[src/rtl/omsp_spm_ctrl.sv]
// rtl/omsp_spm_ctrl.sv - SPM protection-configuration sequencer
//
// Purpose: owns the committed SPM boundary registers and enable flag. Accepts
// protect/unprotect commands, loads four layout words over a valid/ready word
// channel, validates the layout and commits it atomically or reports an error.
//
// Ports:
//   mclk, puc_rst_n             clock, synchronous active-low reset
//   pc                          program counter for the unprotect caller check
//   cmd_valid/cmd_op/cmd_ready  command channel (op 0 = protect, 1 = unprotect)
//   word_valid/word_data/word_ready  layout word channel
//   cmd_done/cmd_error/err_code one-cycle result pulses and error cause
//   spm_public_start/end, spm_private_start/end, spm_enabled  committed layout
module omsp_spm_ctrl (
    input  logic        mclk,
    input  logic        puc_rst_n,
    input  logic [15:0] pc,
    input  logic        cmd_valid,
    input  logic        cmd_op,
    output logic        cmd_ready,
    input  logic        word_valid,
    input  logic [15:0] word_data,
    output logic        word_ready,
    output logic        cmd_done,
    output logic        cmd_error,
    output logic [2:0]  err_code,
    output logic [15:0] spm_public_start,
    output logic [15:0] spm_public_end,
    output logic [15:0] spm_private_start,
    output logic [15:0] spm_private_end,
    output logic        spm_enabled
);

    localparam logic [1:0] S_IDLE  = 2'd0;
    localparam logic [1:0] S_LOAD  = 2'd1;
    localparam logic [1:0] S_CHECK = 2'd2;
    localparam logic [1:0] S_RESP  = 2'd3;

    localparam logic [2:0] E_BUSY    = 3'b001;
    localparam logic [2:0] E_RANGE   = 3'b010;
    localparam logic [2:0] E_OVERLAP = 3'b011;
    localparam logic [2:0] E_NOT_EN  = 3'b100;
    localparam logic [2:0] E_CALLER  = 3'b101;

    logic [1:0]  r_state;
    logic [1:0]  r_cnt;
    logic [15:0] r_shadow [4];
    logic        r_done;
    logic        r_error;
    logic [2:0]  r_code;
    logic [15:0] r_pub_s;
    logic [15:0] r_pub_e;
    logic [15:0] r_priv_s;
    logic [15:0] r_priv_e;
    logic        r_en;

    logic        w_pub_bad;
    logic        w_priv_bad;
    logic        w_overlap;
    logic        w_pc_inside;

    // Layout validation on the shadow copy; ranges are [start, end).
    assign w_pub_bad   = r_shadow[0] >= r_shadow[1];
    assign w_priv_bad  = r_shadow[2] >= r_shadow[3];
    assign w_overlap   = (r_shadow[0] < r_shadow[3]) && (r_shadow[2] < r_shadow[1]);
    assign w_pc_inside = (pc >= r_pub_s) && (pc < r_pub_e);

    always_ff @(posedge mclk) begin
        if (!puc_rst_n) begin
            r_state     <= S_IDLE;
            r_cnt       <= 2'd0;
            r_shadow[0] <= 16'h0000;
            r_shadow[1] <= 16'h0000;
            r_shadow[2] <= 16'h0000;
            r_shadow[3] <= 16'h0000;
            r_done      <= 1'b0;
            r_error     <= 1'b0;
            r_code      <= 3'b000;
            r_pub_s     <= 16'h0000;
            r_pub_e     <= 16'h0000;
            r_priv_s    <= 16'h0000;
            r_priv_e    <= 16'h0000;
            r_en        <= 1'b0;
        end else begin
            // Result pulses last only for the RESP cycle.
            r_done  <= 1'b0;
            r_error <= 1'b0;
            case (r_state)
                S_IDLE: begin
                    if (cmd_valid) begin
                        if (!cmd_op) begin
                            if (r_en) begin
                                r_state <= S_RESP;
                                r_error <= 1'b1;
                                r_code  <= E_BUSY;
                            end else begin
                                r_state <= S_LOAD;
                                r_cnt   <= 2'd0;
                            end
                        end else begin
                            r_state <= S_RESP;
                            if (!r_en) begin
                                r_error <= 1'b1;
                                r_code  <= E_NOT_EN;
                            end else if (!w_pc_inside) begin
                                r_error <= 1'b1;
                                r_code  <= E_CALLER;
                            end else begin
                                // Clear lands on the accept edge so RESP already sees it.
                                r_done   <= 1'b1;
                                r_pub_s  <= 16'h0000;
                                r_pub_e  <= 16'h0000;
                                r_priv_s <= 16'h0000;
                                r_priv_e <= 16'h0000;
                                r_en     <= 1'b0;
                            end
                        end
                    end
                end
                S_LOAD: begin
                    if (word_valid) begin
                        r_shadow[r_cnt] <= word_data;
                        r_cnt           <= r_cnt + 2'd1;
                        if (r_cnt == 2'd3) begin
                            r_state <= S_CHECK;
                        end
                    end
                end
                S_CHECK: begin
                    r_state <= S_RESP;
                    if (w_pub_bad || w_priv_bad) begin
                        r_error <= 1'b1;
                        r_code  <= E_RANGE;
                    end else if (w_overlap) begin
                        r_error <= 1'b1;
                        r_code  <= E_OVERLAP;
                    end else begin
                        r_done   <= 1'b1;
                        r_pub_s  <= r_shadow[0];
                        r_pub_e  <= r_shadow[1];
                        r_priv_s <= r_shadow[2];
                        r_priv_e <= r_shadow[3];
                        r_en     <= 1'b1;
                    end
                end
                default: begin
                    r_state <= S_IDLE;
                end
            endcase
        end
    end

    assign cmd_ready         = (r_state == S_IDLE);
    assign word_ready        = (r_state == S_LOAD);
    assign cmd_done          = r_done;
    assign cmd_error         = r_error;
    assign err_code          = r_code;
    assign spm_public_start  = r_pub_s;
    assign spm_public_end    = r_pub_e;
    assign spm_private_start = r_priv_s;
    assign spm_private_end   = r_priv_e;
    assign spm_enabled       = r_en;

endmodule
[config.mk]
export PLATFORM = sky130hd
export DESIGN_NAME = omsp_spm_ctrl
export DESIGN_NICKNAME = d
export VERILOG_FILES = /design/src/rtl/omsp_spm_ctrl.sv
export SDC_FILE = /design/constraint.sdc
export NUM_CORES = 1
export LEC_CHECK = 0
export BUFFER_PORTS_ARGS = -buffer_cell sky130_fd_sc_hd__buf_2
export CORE_MARGIN = 2
export CORE_UTILIZATION = 35
export DETAILED_ROUTE_END_ITERATION = 10
export PLACE_DENSITY = 0.59
export SLEW_MARGIN = 20
export SYNTH_ARGS = -nofsm -noshare
export SYNTH_HDL_FRONTEND = slang
export SYNTH_SLANG_ARGS = --single-unit
[constraint.sdc]
create_clock -name mclk -period 4.1 [get_ports mclk]
set_clock_uncertainty 0.2 [all_clocks]
set_input_delay 1.23 -clock mclk [delete_from_list [all_inputs] [get_ports mclk]]
set_output_delay 1.23 -clock mclk [all_outputs]
set_load 0.005 [all_outputs]
==> run summary, run 1 <==
The number of antenna diodes in the final layout is 0. The final global-route overflow total came out at 0. The count of nets left with antenna violations once routing finished came out at 0. In the final layout, the share of cells above drive strength 1 is 0.158. The number of antenna violations at the first check in global routing was 1. The flop-to-flop setup slack came out at 0.39 ns. Final hold analysis gives a worst-case slack of roughly 0.28 ns. Entering global routing, the biggest net connects 180 pins. The die span in y came out at approximately 160 microns. The final number of max-transition violations is 0. For the worst setup path, the data arrival time is just under 4 ns. The post-synthesis net count is ~1100. The quantity of gates resized following cts came out at 0. The number of buffers and inverters on the critical path came out at 1.

The signal on the critical path passes through ha_1, and3_1, a221o_1, o2bb2ai_1, a21oi_1, nand3_4, buf_12, nor4_1, nand3b_1. The synthesized design contains 64 enable-type register cells. The critical path is of the register to register type.

The final critical path time including I/O delays and setup is between 3 and 4 ns. The initial standard-cell utilization of the core is 0.353. The achievable clock frequency came out at between 200 and 300 MHz. The top fanout value on the critical path came out at 50. The synthesized area divided by synthesized cell count came out at 9.18 sq um. The synthesized instance count is 960. STA classifies the critical path startpoint as a register.

The maximum root-to-sink buffer count came out at 2. The final net count is 1161. In this design, the stage delay of the slowest critical-path cell is between 0.5 and 0.6 ns. The worst relative slew slack came out at 0.440. The path class of the lowest-slack min-delay path is register to register. Setup repair after global routing left no endpoint under its margin.

In this run the power density over the cells is a little over 400 mW/mm^2. The most critical setup path has its startpoint at r_shadow[2][7]. Across the VDD grid, the largest voltage drop is between 200 and 300 uV.

The synthesis-to-layout area growth is 17.3%. The startpoint identified for the worst register-to-register timing path is r_shadow[2][7]. The count of port buffers added during placement is 108. For this design the top-level I/O count stands at about 110. The number of buffers created by CTS is 17.

The slew of the pin with the lowest slew margin is roughly 0.84 ns. The global-route wire length before repair is between 30000 and 40000 microns. The clock input transition at the sequential cells of the worst setup and hold paths came out at ~0.060 ns.

The die area came out at approximately 0.026 sq mm. Across the run, the number of max-cap violations was 0. The count of cells along the worst register-to-register path is 9. The number of setup buffers added after CTS came out at 0. The number of global-route vias before repair came out at 7134.

The number of endpoints failing setup at the final stage is 0. The TritonCTS clock tree is built. The combined area of all synthesized cells came out at roughly 0.0088 sq mm. The clock net sink count is between 100 and 150.

The slowest stage of the critical path belongs to the cell edfxtp_1. The leakage power of the design is 4.23 nW. In this run the most critical hold path is launched from err_code[0]. The flow ran to the end, and the final reports show no timing, DRC or antenna violations. The routed design has roughly 26000 microns of wire. The yosys synthesis warning count is 0.

Counting flops with an async set or reset pin after synthesis yields a share of 0. The row count is slightly below 60. The number of design-rule violations left by the first detailed-router iteration came out at 604. The sequential cell area fraction in the yosys report came out at 0.386. The required arrival time at the worst endpoint is around 4.3 ns. Summed over all nets, the half-perimeter wirelength after detailed placement is 18800 microns. The share of the core filled with cells in the final layout is 0.414. The accumulated negative setup slack came out at 0 ns. The maximum level of the CTS H-tree is 4. The dominant delay contributor by cell family on the critical path is simple AND/OR/NAND/NOR gates. Of the available clock period, the critical path in the final layout requires 0.904. The most used flip-flop cell after synthesis is dfxtp_1. The per-cell routed wire length came out at approximately 19 microns. The global placement routability congestion came out at 0.903. The instance count along the most critical hold path is 2. The worst setup path is captured at a register. The die is roughly 160 microns wide. The first detailed-routing pass took 5 iterations. The cell at the root of the clock tree is clkbuf_16.

The number of buffers inserted for hold repair after clock tree synthesis came out at 0. The number of storage elements in the synthesis netlist came out at ~140. The later-pin clock latency in the skew report came out at ~0.43 ns. The total via count in the routed design came out at ~7600. The core area came out at between 0.02 and 0.025 sq mm.

The number of cells on the critical path is 9. The number of hold violations in the final report came out at 0. After detailed routing, the number of remaining DRC violations is 0. Using the TritonRoute via totals, the vias-per-cell ratio works out to between 5 and 6. The overall routing resource usage is 0.196. The distinct cell type count after synthesis is between 50 and 60.
-- area by class of cell --
| cell class | count | area, sq um |
|---|---|---|
| fillers | 2479 | 14600 |
| multi-input cells | 668 | 4830 |
| flip-flops and latches | 138 | 3400 |
| repair buffers | 124 | 754 |
| clock buffers | 20 | 500 |
| well taps | 330 | 413 |
| inverters | 77 | 289 |
| clock inverters | 12 | 146 |
-- worst min-delay path, stage by stage, from the launching register on --
cell and delay, ns:
dfxtp_1 0.32, nand2_1 0.05, mux2i_1 0.06
-- where the power goes --
group	internal [mW]	total, mW	switching [mW]
sequential	1.51	1.58	0.0725
combinational	0.287	0.929	0.643
clock	1.02	1.67	0.651
-- logic make-up after synthesis --
kind of cell,count (synthesis),synth area share
AND/OR/NAND/NOR,397,0.255
buffers and inverters,154,0.0680
flip-flops,138,0.386
adder cells (fa/ha/maj),98,0.139
AO/OA/AOI/OAI,168,0.146
multiplexers,5,0.00582
-- final timing paths --
kind                                              to
worst max-delay path            spm_private_start[2]
worst min-delay path                     err_code[0]
worst max register to register  spm_private_start[2]
worst min register to register           err_code[0]
-- metrics by stage --
stage	power, mW	setup slack, ns	cells	cell area [sq um]
4_1_cts	4.20	0.431	1369	10300
6_report	4.19	0.393	1369	10300
2_1_floorplan	2.22	0.456	960	8810
3_3_place_gp	2.53	0.191	1337	9690
3_5_place_dp	2.53	0.145	1337	9690
5_1_grt	4.37	0.273	1369	10300
-- synthesized netlist by cell type, types with 5 or more instances --
library cell,n,area [sq um]
ha_1,98,1230
nand2_1,87,327
inv_1,77,289
dfxtp_1,74,1480
nand3_1,67,335
and2_1,66,413
edfxtp_1,64,1920
nor4_1,64,400
nand3b_1,63,473
o2111ai_1,63,552
clkbuf_1,62,233
a21oi_1,30,150
buf_2,14,70.1
o21ai_0,13,65.1
nand4_1,12,75.1
a21o_1,10,75.1
nand2b_1,10,62.6
nor2_1,9,33.8
o21a_1,9,67.6
a2111oi_0,6,52.6
and3_1,5,31.3
-- registers in the layout (all words and copies together) (netlist names) --
name	count
r_cnt	2
cmd_error	1
spm_private_end	16
spm_private_start	16
r_state	2
spm_public_end	16
cmd_done	1
spm_enabled	1
spm_public_start	16
r_shadow	64
err_code	3
-- placed cells by master, fill, tap and decap left out, types with 64 or more instances in the layout --
cell type,count
edfxtp_1,64
nand2_1,87
buf_2,107
nor4_1,64
nand3_1,66
dfxtp_1,74
ha_1,97
and2_1,66
inv_1,77
-- metal layers --
metal / part of all wire / vias up / global-route usage / wire length (microns)
met1: 0.48 / 3676 / 0.267 / 12300
met5: 0.00047 / - / 0 / 12
met3: 0.048 / 32 / 0.0387 / 1250
met4: 0.020 / 2 / 0.0595 / 508
met2: 0.45 / 179 / 0.315 / 11700
li1: - / 3739 / - / -
Power figures use the tool's default switching activity.
==> inputs of run 2 (changes only) <==
Settings changed: RECOVER_POWER set to 100.
==> run 2 against run 1 <==
  * Setup slack got worse by 0.031 ns
  * Largest cell class unchanged
  * Combinational power shrank 2.5%
  * Sequential cell count is the same
==> run summary, run 2 (synthesis gave the netlist of run 1 again) <==
The later pin in the worst-skew pair is clocked with a latency of ~0.43 ns. Summing over every cut layer, the via total after detailed routing is 7603. The flip-flop count of the largest register after layout is 64.

The largest net degree at the start of global routing came out at 180. The final net count came out at 1161. The antenna diode count is 0. The row count is 58. The placed instances occupy a cell area of just under 0.01 sq mm.

More flip-flops sit in one register than any other, and that register is r_shadow. For this block, wires on met1 add up to approximately 12000 microns. The launching point of the worst reg2reg path is r_shadow[2][1]. The worst path setup slack after routing is 0.362 ns.

The maximum level of the CTS H-tree is 4. The library cell used most frequently in the layout, excluding fill and tap cells, is ha_1. The minimum hold slack came out at ~0.28 ns. After layout, the minimum clock period comes to approximately 3.7 ns. In the routed design, unresolved DRC markers number 0. The die width came out at ~160 microns.

The worst setup slack after placement came out at approximately 0.14 ns. The number of setup buffers added after CTS came out at 0. STA classifies the critical path startpoint as a register. The required arrival time at the worst endpoint came out at 4.20 ns.

The path class of the lowest-slack min-delay path is register to register. After detailed routing, the average wire length per cell comes to ~19 microns. The areal power density over the cells came out at about 410 mW/mm^2. The wire length reported by the detailed router is 25800 microns.

The I/O pin total came out at 109. The overall routing resource usage is 0.196. The die area came out at between 0.02 and 0.03 sq mm. Of all nets on the critical path, the largest fanout is 57. The global placement routability congestion is approximately 0.9. The share of the core filled with cells in the final layout is 0.410. The die is between 150 and 200 microns tall.

The run finished with clean final reports. The count of port buffers added during placement is ~110. No sink is reached through more buffers than the 2 on the longest clock path.

The placed wire-length estimate after detailed placement came out at ~19000 microns. The cell at the root of the clock tree is clkbuf_16. The number of buffers inserted for hold repair after clock tree synthesis is 0. Setup violations remaining at the end of the flow were counted as 0. The kind of critical path is register to register.

The most critical setup path has its startpoint at r_shadow[2][1]. The number of antenna violations at the first check in global routing is 1. Setup total negative slack on the finished layout was measured at 0 ns. The number of design-rule violations left by the first detailed-router iteration came out at between 500 and 600. The ratio of routed vias to standard cells is between 5 and 6.

The clock net sink count came out at between 100 and 150. The final global-route overflow total came out at 0. The TritonCTS clock tree is built. The first-pass iteration count of the detailed router is 6. The routed length on met2 is around 12000 microns. The count of non-filler cells in the finished layout came out at about 1400. The data arrival time of the critical path came out at 3.84 ns. The quantity of gates resized following cts came out at 0. The worst relative slew slack came out at 0.275. The achievable clock frequency came out at ~270 MHz. Setup repair after global routing left no endpoint under its margin.

The leakage power of the design came out at 3.98 nW. The number of placed instances, taps included is 1337. The number of global-route vias before repair came out at 7134. The region available for standard cell placement spans about 0.025 sq mm.

Counting the buffers created by CTS gives 17. In the detailed route, the total length drawn on met3 is approximately 1300 microns. The startpoint identified for the worst hold timing path is err_code[0].

The initial standard-cell utilization of the core came out at 0.353. The residual antenna-violating net count after detailed routing came out at 0. The finished cells cover a little over 0.01 sq mm.

Leaving out fill and tap cells, the most frequent cells in the layout are ha_1 (97), nand2_1 (87), inv_1 (77), dfxtp_1 (74), buf_2 (68). The number of hold violations in the final report is 0. After clock tree synthesis, the clock-pin slew on the worst setup and hold paths is about 0.06 ns. STA classifies the critical path endpoint as a register. The worst-case IR drop observed on VDD is 260 uV. The total power after layout came out at ~4.2 mW. Across the run, the number of max-cap violations was 0. The area growth from synthesis to layout is 16.2%. The filler cell count in the final layout came out at roughly 2500. The share of the cycle needed by the critical path after routing is 0.912. The slew of the pin with the lowest slew margin came out at 1.09 ns. The global-route wire length before repair came out at 39900 microns.

The fraction of layout instances using a drive strength above 1 came out at 0.115. The final number of max-transition violations is 0. The uppermost layer routed is met5.
==> run 2: cell types whose count changed in the layout (fill, tap and decap cells not counted), moves of 2 or more <==
cell      change
clkbuf_1     +45
and2_0       +40
and2_1       -40
buf_2        -39
buf_4         -7
buf_12        -2
==> run 2: cell type report <==
type,instances,area (sq um),area share
clock buffer,20,500,0.0489
multi-input combinational,668,4820,0.471
inverter,77,289,0.0282
clock inverter,12,146,0.0143
timing repair buffer,124,659,0.0644
tap,330,413,0.0403
sequential,138,3400,0.333
==> run 2: worst paths after layout <==
kind	depth (start not counted)	endpoint	slack, ns
worst min-delay path	2	err_code[0]	0.28
worst max-delay path	8	spm_private_end[14]	0.36
worst max register to register	8	spm_private_end[14]	0.36
worst min register to register	2	err_code[0]	0.28
==> run 2: metal layers <==
metal / vias up / track usage
met1: 3648 / 0.267
met3: 28 / 0.0387
li1: 3745 / -
met4: 2 / 0.0595
met2: 180 / 0.315
met5: - / 0
==> run 2: power breakdown <==
group / internal, mW / switching [mW]
Clock: 1.02 / 0.651
Sequential: 1.51 / 0.0723
Combinational: 0.267 / 0.639
Total: 2.80 / 1.36
==> run 2: critical path, stage by stage, from the launching register on <==
cell       delay, ns
edfxtp_1        0.49
ha_1            0.33
a2111oi_0       0.38
a2111oi_0       0.13
or4_4           0.49
o31ai_2         0.58
clkbuf_4        0.67
nor4_1          0.13
nand3b_1        0.18
==> inputs of run 3 (changes only) <==
Settings changed: BUFFER_PORTS_ARGS -buffer_cell sky130_fd_sc_hd__buf_2 to -buffer_cell sky130_fd_sc_hd__clkbuf_2, MAX_ROUTING_LAYER set to met4.
==> run 3 against run 2 <==
  * Fmax up 0.28%
  * Die area is the same
  * Cell count rose by 0.44%
  * Clock-buffer cell count did not move
  * First-iteration DRC count grew 14%
  * Utilization barely moved
  * Sequential power is essentially flat
  * Clock power is 5% lower
  * Sequential share of layout area about the same
  * Highest routed layer is now met4
  * Setup slack improved by 0.010 ns
  * Total power shrank 1.8%
  * Design area about the same
==> run summary, run 3 (synthesis gave the netlist of run 1 again) <==
The leakage power of the design is just under 4 nW. The worst setup path is captured at a register. The setup path with the least slack is of type register to register. The final number of max-transition violations came to 0.

The cell internal power dissipation is about 2.7 mW. The die is 163 microns tall. The accumulated negative setup slack is 0 ns.

The floorplan step set the die width to about 160 microns. The clock net sink count came out at around 140. Measured on the finished design, the core utilization comes to 0.410. The most frequent standard cell in the layout excluding fill and tap cells is ha_1. Using the TritonRoute via totals, the vias-per-cell ratio works out to around 5.5.

Timing would allow up to roughly 270 MHz. The count of cells along the worst register-to-register path came out at 9. The storage element area is about 0.0034 sq mm. In this run, CTS created clock tree buffers numbering 17. The global-route wire length before repair is between 40000 and 50000 microns. The first-pass iteration count of the detailed router came out at 7. In the layout the commonest cells are ha_1 (97), nand2_1 (87), inv_1 (77), dfxtp_1 (74), clkbuf_2 (70). The clock reaches the later pin of the worst-skew pair after 0.42 ns. The final global-route overflow total is 0.

The initial standard-cell utilization of the core is 0.353. The flop-to-flop setup slack is roughly 0.37 ns. The max-capacitance violation count came out at 0. The data arrival time of the critical path came out at 3.89 ns.

The quantity of gates resized following cts is 0. Once placement finished, the instance area stood at 0.00972 sq mm. The run finished with clean final reports. The congestion estimate from routability-driven global placement came to about 0.90. The overall routing resource usage came out at 0.202. The worst setup slack after placement is around 0.17 ns. Buffers placed on the I/O ports in this run total ~110. The worst setup path is launched from a register. The switching power is about 1.4 mW. The number of setup buffers added after CTS came out at 0.

The final critical path time including I/O delays and setup came out at about 3.7 ns. The worst-case vdd ir drop came out at 254 uV. The floorplan has 58 rows. The worst relative slew slack is 0.256. The number of antenna violations at the first check in global routing is 2.

The register with the most flip-flops in the final layout is r_shadow. The terminating pin of the worst hold path is err_code[0]. The areal power density over the cells is 399 mW/mm^2.

The cell at the root of the clock tree is clkbuf_16. The slew of the pin with the lowest slew margin is approximately 1.1 ns. The number of design-rule violations left by the first detailed-router iteration is roughly 600. The worst path setup slack after routing came out at roughly 0.37 ns. The placed wire-length estimate after detailed placement came out at between 15000 and 20000 microns. The residual antenna-violating net count after detailed routing is 0. The design draws 4.09 mW. The share of total power dissipated in combinational logic is 0.224. The core region is between 0.02 and 0.025 sq mm. The required arrival time at the worst endpoint came out at ~4.3 ns. The filler cell count in the final layout came out at 2516.

In this run the most critical hold path is launched from err_code[0]. The number of remaining DRC errors came out at 0. The maximum root-to-sink buffer count is 2. The number of hold violations in the final report is 0. The total via count in the routed design came out at between 7000 and 8000.

For this block, the routed nets add up to 25700 microns of wire. In the final routed layout, each cell accounts on average for between 15 and 20 microns. The sequential share of power is 0.388.

The maximum level of the CTS H-tree came out at 4. In this run the worst path has a maximum fanout of 48. The clock input transition at the sequential cells of the worst setup and hold paths is approximately 0.070 ns. The proportion of total power due to net switching came out at 0.333. The fraction of layout instances using a drive strength above 1 is 0.116. The final net count came out at ~1200. The endpoint of the worst-slack reg-to-reg timing path is spm_private_end[13].

The I/O pin total is 109. The number of endpoints failing setup at the final stage is 0. The number of buffers inserted for hold repair after clock tree synthesis came out at 0. The launching point of the worst reg2reg path is r_shadow[2][7]. Entering global routing, the biggest net connects between 150 and 200 pins. The worst hold path passes through 2 cells. Compared with the post-synthesis result, the final layout area differs by 16.1%. The part of the total power dissipated in the clock network is 0.387.

The flip-flop count of the largest register after layout came out at 64. The share of the cycle needed by the critical path after routing came out at 0.909. The number of global-route vias before repair was about 7000. The tightest min-delay check is of the register to register type. Setup repair after global routing left no endpoint under its margin. TritonCTS built the clock tree. The die covers 0.0265 sq mm.

The total area of multi-input combinational cells is around 0.0048 sq mm. The finished cells cover a little over 0.01 sq mm.
==> run 3: worst max-delay path by stage <==
stage                        start                  end  cells past startpoint
floorplan                   pc[15]          err_code[2]                      8
global placement            pc[15]   spm_public_end[15]                     10
detailed placement          pc[15]   spm_public_end[13]                     10
CTS                 r_shadow[2][7]   spm_public_end[13]                      9
global route        r_shadow[2][7]   spm_private_end[6]                      9
finish              r_shadow[2][7]  spm_private_end[13]                      9
==> run 3: critical path, stage by stage (launching register included) <==
cell and delay, ns:
edfxtp_1 0.52, ha_1 0.34, and3_1 0.18, a221o_1 0.39, o2bb2ai_1 0.17, a21oi_1 0.37
nand3_4 0.49, clkbuf_4 0.49, nor4_1 0.34, nand3b_1 0.14
==> run 3: routing by layer <==
layer,vias up,GRT usage,routed length [microns],part of all wire
li1,3753,-,-,-
met1,3572,0.274,12400,0.48
met2,152,0.313,11900,0.46
met3,18,0.0369,1020,0.040
met4,0,0.0495,386,0.015
met5,-,-,0,0
==> run 3: power groups by stage <==
stage / clock network [mW] / registers (mW) / logic [mW]
global route: 1.66 / 1.59 / 1.02
detailed placement: 0 / 1.62 / 0.926
finish: 1.58 / 1.59 / 0.916
CTS: 1.61 / 1.59 / 0.932
floorplan: 0 / 1.58 / 0.640
global placement: 0 / 1.62 / 0.918
==> run 3: final cells by class <==
class / count / share of cell area
antenna: 2 / 0.000489
clock inverter: 12 / 0.0120
inverter: 77 / 0.0283
multi-input combinational: 668 / 0.472
timing repair buffer: 128 / 0.0660
sequential: 138 / 0.333
clock buffer: 20 / 0.0478
tap: 330 / 0.0404
==> run 3: per-stage QoR <==
stage	hold WS, ns	cells
6_report	0.266	1375
3_3_place_gp	0.260	1341
4_1_cts	0.275	1373
3_5_place_dp	0.267	1341
2_1_floorplan	0.254	960
5_1_grt	0.298	1375
